### src/rtl/shift_sched_if.sv
// Request/response bundle for shift_sched: two shift requesters and the
// tagged result channel. The slave side is the scheduler.
interface shift_sched_if #(
  parameter int TAG_W = 1
);
  logic              req0_valid;
  logic              req0_ready;
  logic [31:0]       req0_a;
  logic [4:0]        req0_b;
  logic              req0_aorl;
  logic              req1_valid;
  logic              req1_ready;
  logic [31:0]       req1_a;
  logic [4:0]        req1_b;
  logic              req1_aorl;
  logic              rsp_valid;
  logic              rsp_ready;
  logic [31:0]       rsp_data;
  logic [TAG_W-1:0]  rsp_id;

  modport master (
    output req0_valid, req0_a, req0_b, req0_aorl,
    output req1_valid, req1_a, req1_b, req1_aorl,
    output rsp_ready,
    input  req0_ready, req1_ready, rsp_valid, rsp_data, rsp_id
  );

  modport slave (
    input  req0_valid, req0_a, req0_b, req0_aorl,
    input  req1_valid, req1_a, req1_b, req1_aorl,
    input  rsp_ready,
    output req0_ready, req1_ready, rsp_valid, rsp_data, rsp_id
  );
endinterface

### src/rtl/shift_sched.sv
// shift_sched: two-port scheduler for the shared 32-bit barrel right shifter.
// One shift in flight: IDLE (grant) -> EXEC (shifter sees operands) -> RESP.
// Build option: SHIFT_SCHED_RR_EN selects round-robin arbitration; without it
// requester 0 has fixed priority and no last-grant register exists.
module shift_sched #(
  parameter int TAG_W = 1
) (
  input  logic              clk,
  input  logic              rst,
  shift_sched_if.slave      bus,
  output logic [31:0]       sh_a,
  output logic [4:0]        sh_b,
  output logic              sh_aorl,
  input  logic [31:0]       sh_out,
  output logic              busy,
  output logic [15:0]       ops_done
);

  typedef enum logic [1:0] {IDLE = 2'd0, EXEC = 2'd1, RESP = 2'd2} state_t;

  state_t       state_q, state_d;
  logic [31:0]  op_a_q;
  logic [4:0]   op_b_q;
  logic         op_aorl_q;
  logic         tag_q;
  logic         rsp_valid_q;
  logic [31:0]  rsp_data_q;
  logic [15:0]  ops_done_q;
  logic         gnt, gnt_id, hs;

  // Grant only from IDLE and never while reset is held.
  assign gnt = (state_q == IDLE) && (bus.req0_valid || bus.req1_valid) && !rst;
  assign hs  = (state_q == RESP) && bus.rsp_ready;

`ifdef SHIFT_SCHED_RR_EN
  logic last_q;

  // Winner selection: alternate on contention, otherwise take whoever asks.
  always_comb begin
    gnt_id = bus.req1_valid;
    if (bus.req0_valid && bus.req1_valid) gnt_id = ~last_q;
  end

  // Remember the most recent grant; moves only when a grant happens.
  always_ff @(posedge clk) begin
    if (rst)      last_q <= 1'b1;
    else if (gnt) last_q <= gnt_id;
  end
`else
  // Fixed priority: requester 1 wins only when requester 0 is idle.
  assign gnt_id = !bus.req0_valid && bus.req1_valid;
`endif

  // State register.
  always_ff @(posedge clk) begin
    if (rst) state_q <= IDLE;
    else     state_q <= state_d;
  end

  // Next-state logic.
  always_comb begin
    state_d = state_q;
    case (state_q)
      IDLE:    if (gnt) state_d = EXEC;
      EXEC:    state_d = RESP;
      RESP:    if (bus.rsp_ready) state_d = IDLE;
      default: state_d = IDLE;
    endcase
  end

  // FSM outputs: request readies and busy flag.
  always_comb begin
    bus.req0_ready = gnt && !gnt_id;
    bus.req1_ready = gnt && gnt_id;
    busy           = (state_q != IDLE);
  end

  // Operand/tag capture on grant, result capture in EXEC, valid until handshake.
  always_ff @(posedge clk) begin
    if (rst) begin
      op_a_q      <= '0;
      op_b_q      <= '0;
      op_aorl_q   <= 1'b0;
      tag_q       <= 1'b0;
      rsp_valid_q <= 1'b0;
      rsp_data_q  <= '0;
    end else begin
      if (gnt) begin
        op_a_q    <= gnt_id ? bus.req1_a    : bus.req0_a;
        op_b_q    <= gnt_id ? bus.req1_b    : bus.req0_b;
        op_aorl_q <= gnt_id ? bus.req1_aorl : bus.req0_aorl;
        tag_q     <= gnt_id;
      end
      if (state_q == EXEC) begin
        rsp_data_q  <= sh_out;
        rsp_valid_q <= 1'b1;
      end
      if (hs) rsp_valid_q <= 1'b0;
    end
  end

  // Completed-handshake counter, wraps naturally at 16 bits.
  always_ff @(posedge clk) begin
    if (rst)     ops_done_q <= '0;
    else if (hs) ops_done_q <= ops_done_q + 16'd1;
  end

  // Output wiring; rsp_id carries the requester index in bit 0 only.
  always_comb begin
    sh_a          = op_a_q;
    sh_b          = op_b_q;
    sh_aorl       = op_aorl_q;
    bus.rsp_valid = rsp_valid_q;
    bus.rsp_data  = rsp_data_q;
    bus.rsp_id    = '0;
    bus.rsp_id[0] = tag_q;
    ops_done      = ops_done_q;
  end

endmodule

### src/flat_wrapper.sv
// flat-port wrapper written by rule: the top's interface ports become plain ports
module shift_sched_flat 
#(
  parameter int TAG_W = 1
)
  (clk, rst, sh_a, sh_b, sh_aorl, sh_out, busy, ops_done, bus_req0_valid, bus_req0_a, bus_req0_b, bus_req0_aorl, bus_req1_valid, bus_req1_a, bus_req1_b, bus_req1_aorl, bus_rsp_ready, bus_req0_ready, bus_req1_ready, bus_rsp_valid, bus_rsp_data, bus_rsp_id);
  shift_sched_if #(.TAG_W(TAG_W)) bus_i ();
  input  logic clk;
  input  logic rst;
  output logic [31:0] sh_a;
  output logic [4:0] sh_b;
  output logic sh_aorl;
  input  logic [31:0] sh_out;
  output logic busy;
  output logic [15:0] ops_done;
  input wire logic [$bits(bus_i.req0_valid)-1:0] bus_req0_valid;
  input wire logic [$bits(bus_i.req0_a)-1:0] bus_req0_a;
  input wire logic [$bits(bus_i.req0_b)-1:0] bus_req0_b;
  input wire logic [$bits(bus_i.req0_aorl)-1:0] bus_req0_aorl;
  input wire logic [$bits(bus_i.req1_valid)-1:0] bus_req1_valid;
  input wire logic [$bits(bus_i.req1_a)-1:0] bus_req1_a;
  input wire logic [$bits(bus_i.req1_b)-1:0] bus_req1_b;
  input wire logic [$bits(bus_i.req1_aorl)-1:0] bus_req1_aorl;
  input wire logic [$bits(bus_i.rsp_ready)-1:0] bus_rsp_ready;
  output wire logic [$bits(bus_i.req0_ready)-1:0] bus_req0_ready;
  output wire logic [$bits(bus_i.req1_ready)-1:0] bus_req1_ready;
  output wire logic [$bits(bus_i.rsp_valid)-1:0] bus_rsp_valid;
  output wire logic [$bits(bus_i.rsp_data)-1:0] bus_rsp_data;
  output wire logic [$bits(bus_i.rsp_id)-1:0] bus_rsp_id;
  assign bus_i.req0_valid = bus_req0_valid;
  assign bus_i.req0_a = bus_req0_a;
  assign bus_i.req0_b = bus_req0_b;
  assign bus_i.req0_aorl = bus_req0_aorl;
  assign bus_i.req1_valid = bus_req1_valid;
  assign bus_i.req1_a = bus_req1_a;
  assign bus_i.req1_b = bus_req1_b;
  assign bus_i.req1_aorl = bus_req1_aorl;
  assign bus_i.rsp_ready = bus_rsp_ready;
  assign bus_req0_ready = bus_i.req0_ready;
  assign bus_req1_ready = bus_i.req1_ready;
  assign bus_rsp_valid = bus_i.rsp_valid;
  assign bus_rsp_data = bus_i.rsp_data;
  assign bus_rsp_id = bus_i.rsp_id;
  shift_sched #(.TAG_W(TAG_W)) u_core (.clk(clk), .rst(rst), .bus(bus_i), .sh_a(sh_a), .sh_b(sh_b), .sh_aorl(sh_aorl), .sh_out(sh_out), .busy(busy), .ops_done(ops_done));
endmodule
### config.mk
export PLATFORM = sky130hd
export DESIGN_NAME = shift_sched_flat
export DESIGN_NICKNAME = d
export VERILOG_FILES = /design/src/rtl/shift_sched_if.sv /design/src/rtl/shift_sched.sv /design/src/flat_wrapper.sv
export SDC_FILE = /design/constraint.sdc
export NUM_CORES = 1
export LEC_CHECK = 0
export BUFFER_PORTS_ARGS = -buffer_cell sky130_fd_sc_hd__clkbuf_2
export CAP_MARGIN = 20
export CORE_ASPECT_RATIO = 0.5
export CORE_MARGIN = 2
export CORE_UTILIZATION = 46
export DETAILED_ROUTE_END_ITERATION = 12
export PLACE_DENSITY = 0.84
export SKIP_CTS_REPAIR_TIMING = 1
export SLEW_MARGIN = 20
export SYNTH_ARGS = -nofsm -noshare
export SYNTH_HDL_FRONTEND = slang
export SYNTH_SLANG_ARGS = --single-unit
export TNS_END_PERCENT = 100
### constraint.sdc
create_clock -name clk -period 4.03 [get_ports clk]
set_input_delay 0 -clock clk [delete_from_list [all_inputs] [get_ports clk]]
set_output_delay 0 -clock clk [all_outputs]
set_load 0.03 [all_outputs]
# ---- Yosys cells after proc, flatten, opt, wreduce, memory -nomap -nowiden
# Cells that the tools add are included.
# Widths: inputs -> output; s select.
dict set report totals {
  ff_bits 90
  latch_bits 0
  mem_bits_rw 0
  romBits 0
  inputBits 113
  output_inout_bits 91
  wordCells 33
  memories 0
}
dict set report classes {
  add_sub_neg 1
  multipliers 0
  div 0
  order_cmp 0
  n_eq_ne 4
  shifts 0
  mux 6
  bitwise_logic 0
  reduce_logical 14
}
# cell count
set op_table {}
lappend op_table {{$mux 32} 1}
lappend op_table {{$add 16x1->16 const B} 1}
lappend op_table {{$logic_and 1x1->1} 6}
lappend op_table {{$pmux 2 s3} 1}
lappend op_table {{$mux 5} 1}
lappend op_table {{$mux 2} 2}
lappend op_table {{$logic_not 1->1} 3}
lappend op_table {{$eq 2x1->1 const B} 1}
lappend op_table {{$eq 2x2->1 const B} 1}
lappend op_table {{$logic_not 2->1} 1}
lappend op_table {{$ne 2x1->1 const B} 1}
lappend op_table {{$ne 2x2->1 const B} 1}
lappend op_table {{$reduce_and 2->1} 1}
lappend op_table {{$reduce_bool 2->1} 1}
lappend op_table {{$reduce_or 2->1} 1}
lappend op_table {{$logic_or 1x1->1} 1}
lappend op_table {{$mux 1} 1}

# ---- Depth between registers and ports, before layout
# Gate-level depths: netlist (run 1).
dict set report depth {
  ltp_word 5
  ltp_mapped 7
  ltp_nobuf 5
}

# ---- Least setup slack after synthesis (run 1)
# Ideal clock, no wire load.
dict set report synth_path {
  path_type {reg2reg}
  start {register u_core.ops_done_q[2], in the netlist u_core.ops_done[2]}
  end {register u_core.ops_done_q[15], in the netlist u_core.ops_done[15]}
  setup_ns 0.070
  arrival_time_ns 1.775
  required_time_ns 3.960
  path_slack_ns 2.184
  path_stages_with_launch 5
  n_path_buf 0
  synth_period_minus_slack_ns 1.846
  cell_sequence {dfxtp_1 -> nand4_1 -> or4_4 -> or4_1 -> a21oi_1}
}
dict set report synth_via {
  elab_chain_len 1
}
# item line_no
set synth_lines {}
lappend synth_lines {{start: declaration} shift_sched.sv:28} ;# logic [15:0] ops_done_q;
lappend synth_lines {{start signal: assignment} shift_sched.sv:105} ;# else if (hs) ops_done_q <= ops_done_q + 16'd1;
lappend synth_lines {{$add 16x1->16} shift_sched.sv:105}
# Every way passes these cells.
# A chain may end at the register's enable or synchronous reset.

# ---- Worst setup path in the final report (run 1)
dict set report layout_path {
  start {register u_core.state_q[1]}
  end {register u_core.op_b_q[2], in the netlist u_core.sh_b[2]}
}
dict set report layout_via {
  elab_chain_len 3
}
# item line_no
set layout_lines {}
lappend layout_lines {{start: declaration} shift_sched.sv:21} ;# state_t state_q, state_d;
lappend layout_lines {{start signal: assignment} shift_sched.sv:57} ;# else state_q <= state_d;
lappend layout_lines {{$logic_not 2->1} shift_sched.sv:32} ;# assign gnt = (state_q == IDLE) && (bus.req0_valid || bus.req1_valid) && !rst;
lappend layout_lines {{$logic_and 1x1->1 (2 in series)} shift_sched.sv:32}
lappend layout_lines {{end signal: assignment} shift_sched.sv:90} ;# op_b_q <= gnt_id ? bus.req1_b : bus.req0_b;
lappend layout_lines {{end: declaration} shift_sched.sv:23} ;# logic [4:0] op_b_q;
# Every way passes these cells.

==> impl_metrics.csv, run 1 <==
group,metric,value,unit
outcome,status,"complete, but fails checks",
outcome,violations,"hold timing",
route,routedWlPerCell,14.8,µm
yosys,yosysTopAreaCellShare,52.4,%
setup_path,cp.arrival,3.04,ns
grt,use_met1,25.6,%
run,max_cap_violations,0,
finish,layout_common_cells,"clkbuf_2 (202), nand2_1 (102), dfxtp_1 (90)",
floorplanning,die_y,65.1,µm
grt,grtUsageMet3,6.27,%
yosys,synth_area,3440,µm²
finish,fillers,490,
sta,fmax,359,MHz
grt,overflow,0,
sta,drv_slew,0,
finish,seq_area,1800,µm²
route,drc,0,
clock_network,clk_latency,0.33,ns
route,routed_via_density,5.18,
floorplanning,die_width,126,µm
clock_network,clk_pin_slew_worst_paths,0.06,ns
finish,fin_util,75.4,%
floorplanning,pin_count,204,
yosys,syn-num-nets,523,
grt,global_route.usage.total,21.8,%
yosys,synth-seq-area-share,52.4,%
hold_path,hp-class,"in2reg",
route,num_vias,3985,
pwr,power.leakage,2.45,nW
yosys,avgSynthCellArea,8.40,µm²
floorplanning,core-area,7290,µm²
sta,final.min_clock_period,2.79,ns
yosys,yosysUniqueCellTypes,37,
setup_path,setup.worst_path.class,"reg2reg",
grt,antenna_found_initial,0,
sta,post-route-period-util,69.1,%
sta,setup_ws,1.24,ns
clock_network,clockRootBuffer,"clkbuf_16",
place,hpwl,6400,µm
clock_network,clockBufferDepth,2,
setup_path,endpoint_kind,"register",
place,place_congestion,0.771,
floorplanning,die_area,8220,µm²
setup_path,worstPathRequired,4.28,ns
grt,grt_busiest_layer,"met2",
sta,hold_viol,20,
finish,syn2layout_area_growth,60.1,%
clock_network,cts-buffers-inserted,9,
sta,finalClockSkew,0.00421,ns
floorplanning,rows,22,
floorplanning,start_util,47.1,%
clock_network,cts_num_sinks,90,
route,drt_first_iter_violations,238,
yosys,synth-seq-cells,90,
sta,rsz0062_at_grt,"no",
yosys,synth_warnings,0,
grt,grt_pass1_vias,3278,
finish,multi_input_area,1490,µm²
place,post-place-ws,1.91,ns
place,place.port_buffers,203,
grt,grt_use_met2,38.4,%
finish,drive_gt1_share,33.7,%
sta,max_slew.worst_pin.slew,0.889,ns
grt,grt_pass1_wl,14500,µm
clock_network,tritoncts,"built",
route,firstDrtPassIters,7,
finish,num-nets-final,782,
setup_path,path_max_fanout,23,
setup_path,crit_path_start_kind,"register",
yosys,ys.flop_type,"dfxtp_1",
yosys,synth_edf_count,0,
pwr,power_density,405,nW/µm²
finish,final_common_cell,"clkbuf_2",
yosys,synth_area_leaders,"dfxtp_1 (52%), nand2_1 (11%), a21oi_1 (11%)",
route,wl,11400,µm
yosys,async_flop_share,0,%
yosys,postSynthCellCount,409,
finish,insertedDiodeCount,0,
sta,fin_tns_setup,0,ns
sta,relSlewSlack,40.7,%
clock_network,htreeDepth,3,
grt,grt_start_max_net_pins,91,
sta,setup_viol,0,
yosys,synth_top_cell_by_area,"dfxtp_1",
route,ant_nets,0,
sta,holdWs,-0.0567,ns
pwr,ir_drop,0.289,mV
registers in the layout, indices dropped and copies added (netlist names):
name	count
u_core.bus.rsp_id	1
u_core.state_q	2
u_core.sh_aorl	1
u_core.bus.rsp_data	32
u_core.ops_done	16
u_core.sh_b	5
u_core.sh_a	32
u_core.bus.rsp_valid	1
cell type report:
class	count	share of cell area, %
clock buffers	14	4.80
clock inverters	2	0.637
inverters	6	0.409
multi-input cells	282	27.2
flip-flops and latches	90	32.7
well taps	96	2.18
repair buffers	279	32.1
stage by stage:
step / power (W) / hold WS, ns / instances / area [µm²]
floorplan: 0.00120 / 0.0966 / 409 / 3440
global placement: 0.00133 / 0.222 / 682 / 4490
detailed placement: 0.00134 / 0.226 / 682 / 4490
CTS: 0.00217 / -0.124 / 698 / 4790
global route: 0.00231 / 0.00221 / 769 / 5500
finish: 0.00223 / -0.0567 / 769 / 5500
metal layers:
layer	part of all wire, %	vias up
li1	-	1936
met1	39	1839
met2	52	176
met3	6.4	34
met4	3.3	0
met5	0	-
worst max-delay path: stages (launching register included):
cell           delay [ns]
dfxtp_1              0.41
nor3_1               0.38
and3b_1              0.67
buf_4                0.39
a22oi_1              0.09
dlygate4sd3_1        0.57
a21oi_1              0.16
Yosys cell counts, drive strengths merged (2+ instances only):
library cell,instances
buf,6
xnor2,5
a211oi,2
xor2,4
clkbuf,25
nor2,17
dfxtp,90
and4,2
a21oi,74
or4,2
nand3,4
or3,4
o21ai,7
nand3b,2
nor3,3
inv,6
a222oi,4
nand4,4
nand2,102
a22oi,34
path summary, 6_finish.rpt:
kind,cells after the start,to,startpoint,slack [ns]
hold / removal,3,u_core.sh_a[12],bus_req0_a[12],-0.06
setup / recovery,6,u_core.sh_b[2],u_core.state_q[1],1.24
hold reg to reg,2,u_core.sh_a[8],u_core.sh_a[8],0.45
setup reg to reg,6,u_core.sh_b[2],u_core.state_q[1],1.24
cell families (layout without fill, tap and decap cells):
kind of cell | after synthesis | in the layout | share of synthesized area (%)
simple gates | 148 | 148 | 19.0
mux | 1 | 1 | 0.291
compound gates | 123 | 123 | 21.3
flops | 90 | 90 | 52.4
fa+ha+maj | 1 | 1 | 0.364
buf+inv | 37 | 301 | 4.30
xor+xnor | 9 | 9 | 2.29
power breakdown:
| group | switching (W) | internal [W] | total, W |
|---|---|---|---|
| registers | 0.0000297 | 0.000940 | 0.000970 |
| logic | 0.000250 | 0.000168 | 0.000418 |
| clock network | 0.000327 | 0.000514 | 0.000841 |
| total | 0.000607 | 0.00162 | 0.00223 |
(Power assumes the default switching activity.)
==> run 2, diff against run 1 <==
ABC_AREA = 1   (was default)
CORE_UTILIZATION = 41   (was 46)
PLACE_DENSITY = 0.77   (was 0.84)
clock period = 2.44 ns   (was 4.03 ns; I/O delays follow)
==> run 2 against run 1 <==
The run still ends with hold timing left; sequential cell count stayed put; wire length fell by 2.4%; register-to-register slack got worse by 0.34 ns; sequential power rose by 67%; total power grew 67%; combinational power increased by 78%; largest power group unchanged; synthesized area grew 11%; critical path depth unchanged.
==> impl_metrics.csv, run 2 <==
group,metric,value,unit
outcome,status,"complete, but fails checks",
outcome,violations,"hold timing",
sta,fin_tns_setup,0,ns
finish,multi_input_area,1800,µm²
setup_path,worstPathRequired,2.44,ns
route,num_vias,4296,
yosys,yosysTopAreaCellShare,47.1,%
setup_path,setup.worst_path.class,"reg2out",
yosys,muxShareOfSynthArea,0,%
yosys,synth_edf_count,0,
setup_path,crit_path_start_kind,"register",
hold_path,holdPathStages,5,
clock_network,clockBufferDepth,2,
sta,relSlewSlack,57.3,%
route,wl,11100,µm
clock_network,cts_num_sinks,90,
yosys,postSynthCellCount,574,
yosys,synth_top_cell_by_area,"dfxtp_1",
clock_network,tritoncts,"built",
yosys,synth-seq-area-share,47.1,%
route,ant_nets,0,
grt,overflow,0,
hold_path,hp-class,"in2reg",
yosys,synth_area,3830,µm²
yosys,synth_top_family_by_area,"simple AND/OR/NAND/NOR gates",
sta,max_slew.worst_pin.slew,0.640,ns
setup_path,path_max_fanout,40,
finish,syn2layout_area_growth,44.8,%
sta,hold_viol,14,
yosys,avgSynthCellArea,6.67,µm²
grt,grt_start_max_net_pins,50,
finish,final_common_cell,"nand2_1",
setup_path,endpoint_kind,"primary output",
floorplanning,die_y,72.3,µm
yosys,syn-num-nets,688,
grt,grt_pass1_vias,3735,
sta,rsz0062_at_grt,"no",
grt,global_route.usage.total,20.0,%
finish,seq_area,1800,µm²
place,place_congestion,0.825,
pwr,power.leakage,2.80,nW
finish,insertedDiodeCount,0,
clock_network,cts-buffers-inserted,9,
yosys,synth-seq-cells,90,
place,hpwl,7320,µm
route,routed_via_density,4.68,
yosys,yosysUniqueCellTypes,24,
clock_network,clockRootBuffer,"clkbuf_16",
finish,fillers,797,
clock_network,clk_pin_slew_worst_paths,0.06,ns
pwr,power_density,671,nW/µm²
sta,post-route-period-util,78.2,%
setup_path,r2r_cells,5,
setup_path,cp.arrival,1.91,ns
finish,fin_cells,918,
floorplanning,start_util,43.1,%
route,firstDrtPassIters,4,
yosys,yosysMostFrequentCell,"nand2_1",
place,dp_cells,868,
yosys,synth_common_cells,"nand2_1 (224), nor2_1 (92), dfxtp_1 (90), a21oi_1 (48), o21ai_0 (35)",
sta,fmax,524,MHz
setup_path,r2r_setup_slack,0.90,ns
finish,num-nets-final,911,
sta,drv_slew,0,
grt,antenna_found_initial,0,
route,drc,0,
floorplanning,die_width,141,µm
clock_network,clk_latency,0.33,ns
floorplanning,pin_count,204,
yosys,synth_compound_gate_area_share,11.4,%
place,place.port_buffers,203,
yosys,ys.flop_type,"dfxtp_1",
floorplanning,core-area,8890,µm²
route,routedWlPerCell,12.1,µm
finish,layout_common_cells,"nand2_1 (224), clkbuf_2 (203), nor2_1 (91)",
sta,setup_viol,0,
clock_network,htreeDepth,3,
grt,grt_pass1_wl,16500,µm
run,max_cap_violations,0,
yosys,synth_fa_ha_area_share,0.327,%
yosys,yosys.area_share.simple,34.8,%
sta,finalClockSkew,0.00544,ns
yosys,synth_xor_area_share,0.229,%
pwr,ir_drop,0.447,mV
sta,holdWs,-0.0114,ns
floorplanning,die_area,10200,µm²
finish,drive_gt1_share,29.1,%
yosys,synth_area_leaders,"dfxtp_1 (47%), nand2_1 (22%), nor2_1 (9.0%)",
route,drt_first_iter_violations,316,
sta,final.min_clock_period,1.91,ns
yosys,synth_warnings,0,
floorplanning,rows,24,
yosys,async_flop_share,0,%
==> run 2: area by class of cell <==
class / instances / share of cell area, %
multi-input cells: 427 / 32.4
clock buffers: 9 / 4.06
inverters: 25 / 1.69
clock inverters: 6 / 1.24
repair buffers: 244 / 25.5
well taps: 117 / 2.64
flip-flops and latches: 90 / 32.5
==> run 2: where the power goes <==
part           leakage [nW]  switching (W)  internal, W  total (W)
sequential            0.736      0.0000506      0.00157    0.00162
clock                 0.130       0.000566     0.000789    0.00136
combinational          1.94       0.000486     0.000258   0.000743
==> run 2: final timing paths <==
path | from | end
worst max-delay path | u_core.state_q[1] | bus_req1_ready
worst min-delay path | bus_req1_a[16] | u_core.sh_a[16]
worst max register to register | u_core.state_q[1] | u_core.bus.rsp_id
worst min register to register | u_core.sh_a[13] | u_core.sh_a[13]
==> run 2: layer usage <==
metal	global-route usage, %	wire length (µm)	up-vias
met5	0	0	-
met4	6.78	193	0
met3	6.01	633	16
met2	36.9	5570	121
met1	22.3	4700	1915
li1	-	-	2244
==> run 2: kinds of logic after synthesis <==
family                   after synthesis
flip-flops                            90
XOR/XNOR                               1
adder cells (fa/ha/maj)                1
AO/OA/AOI/OAI                         86
buffers and inverters                 57
AND/OR/NAND/NOR                      339
==> run 2: worst max-delay path: stages (launching register included) <==
cell      delay, ns
dfxtp_1        0.34
nor2_1         0.18
nand3_2        0.11
inv_2          0.48
nand2_1        0.15
inv_1          0.09
clkbuf_2       0.20
==> run 2: metrics by stage <==
stage	power, W	area, µm²	utilization [%]	setup WS, ns
final	0.00372	5540	62.4	0.532
after global routing	0.00390	5540	62.4	0.317
after CTS	0.00372	5190	58.4	0.501
after global placement	0.00234	4900	55.1	0.919
after detailed placement	0.00235	4900	55.1	0.874
after floorplan	0.00210	3830	-	0.955
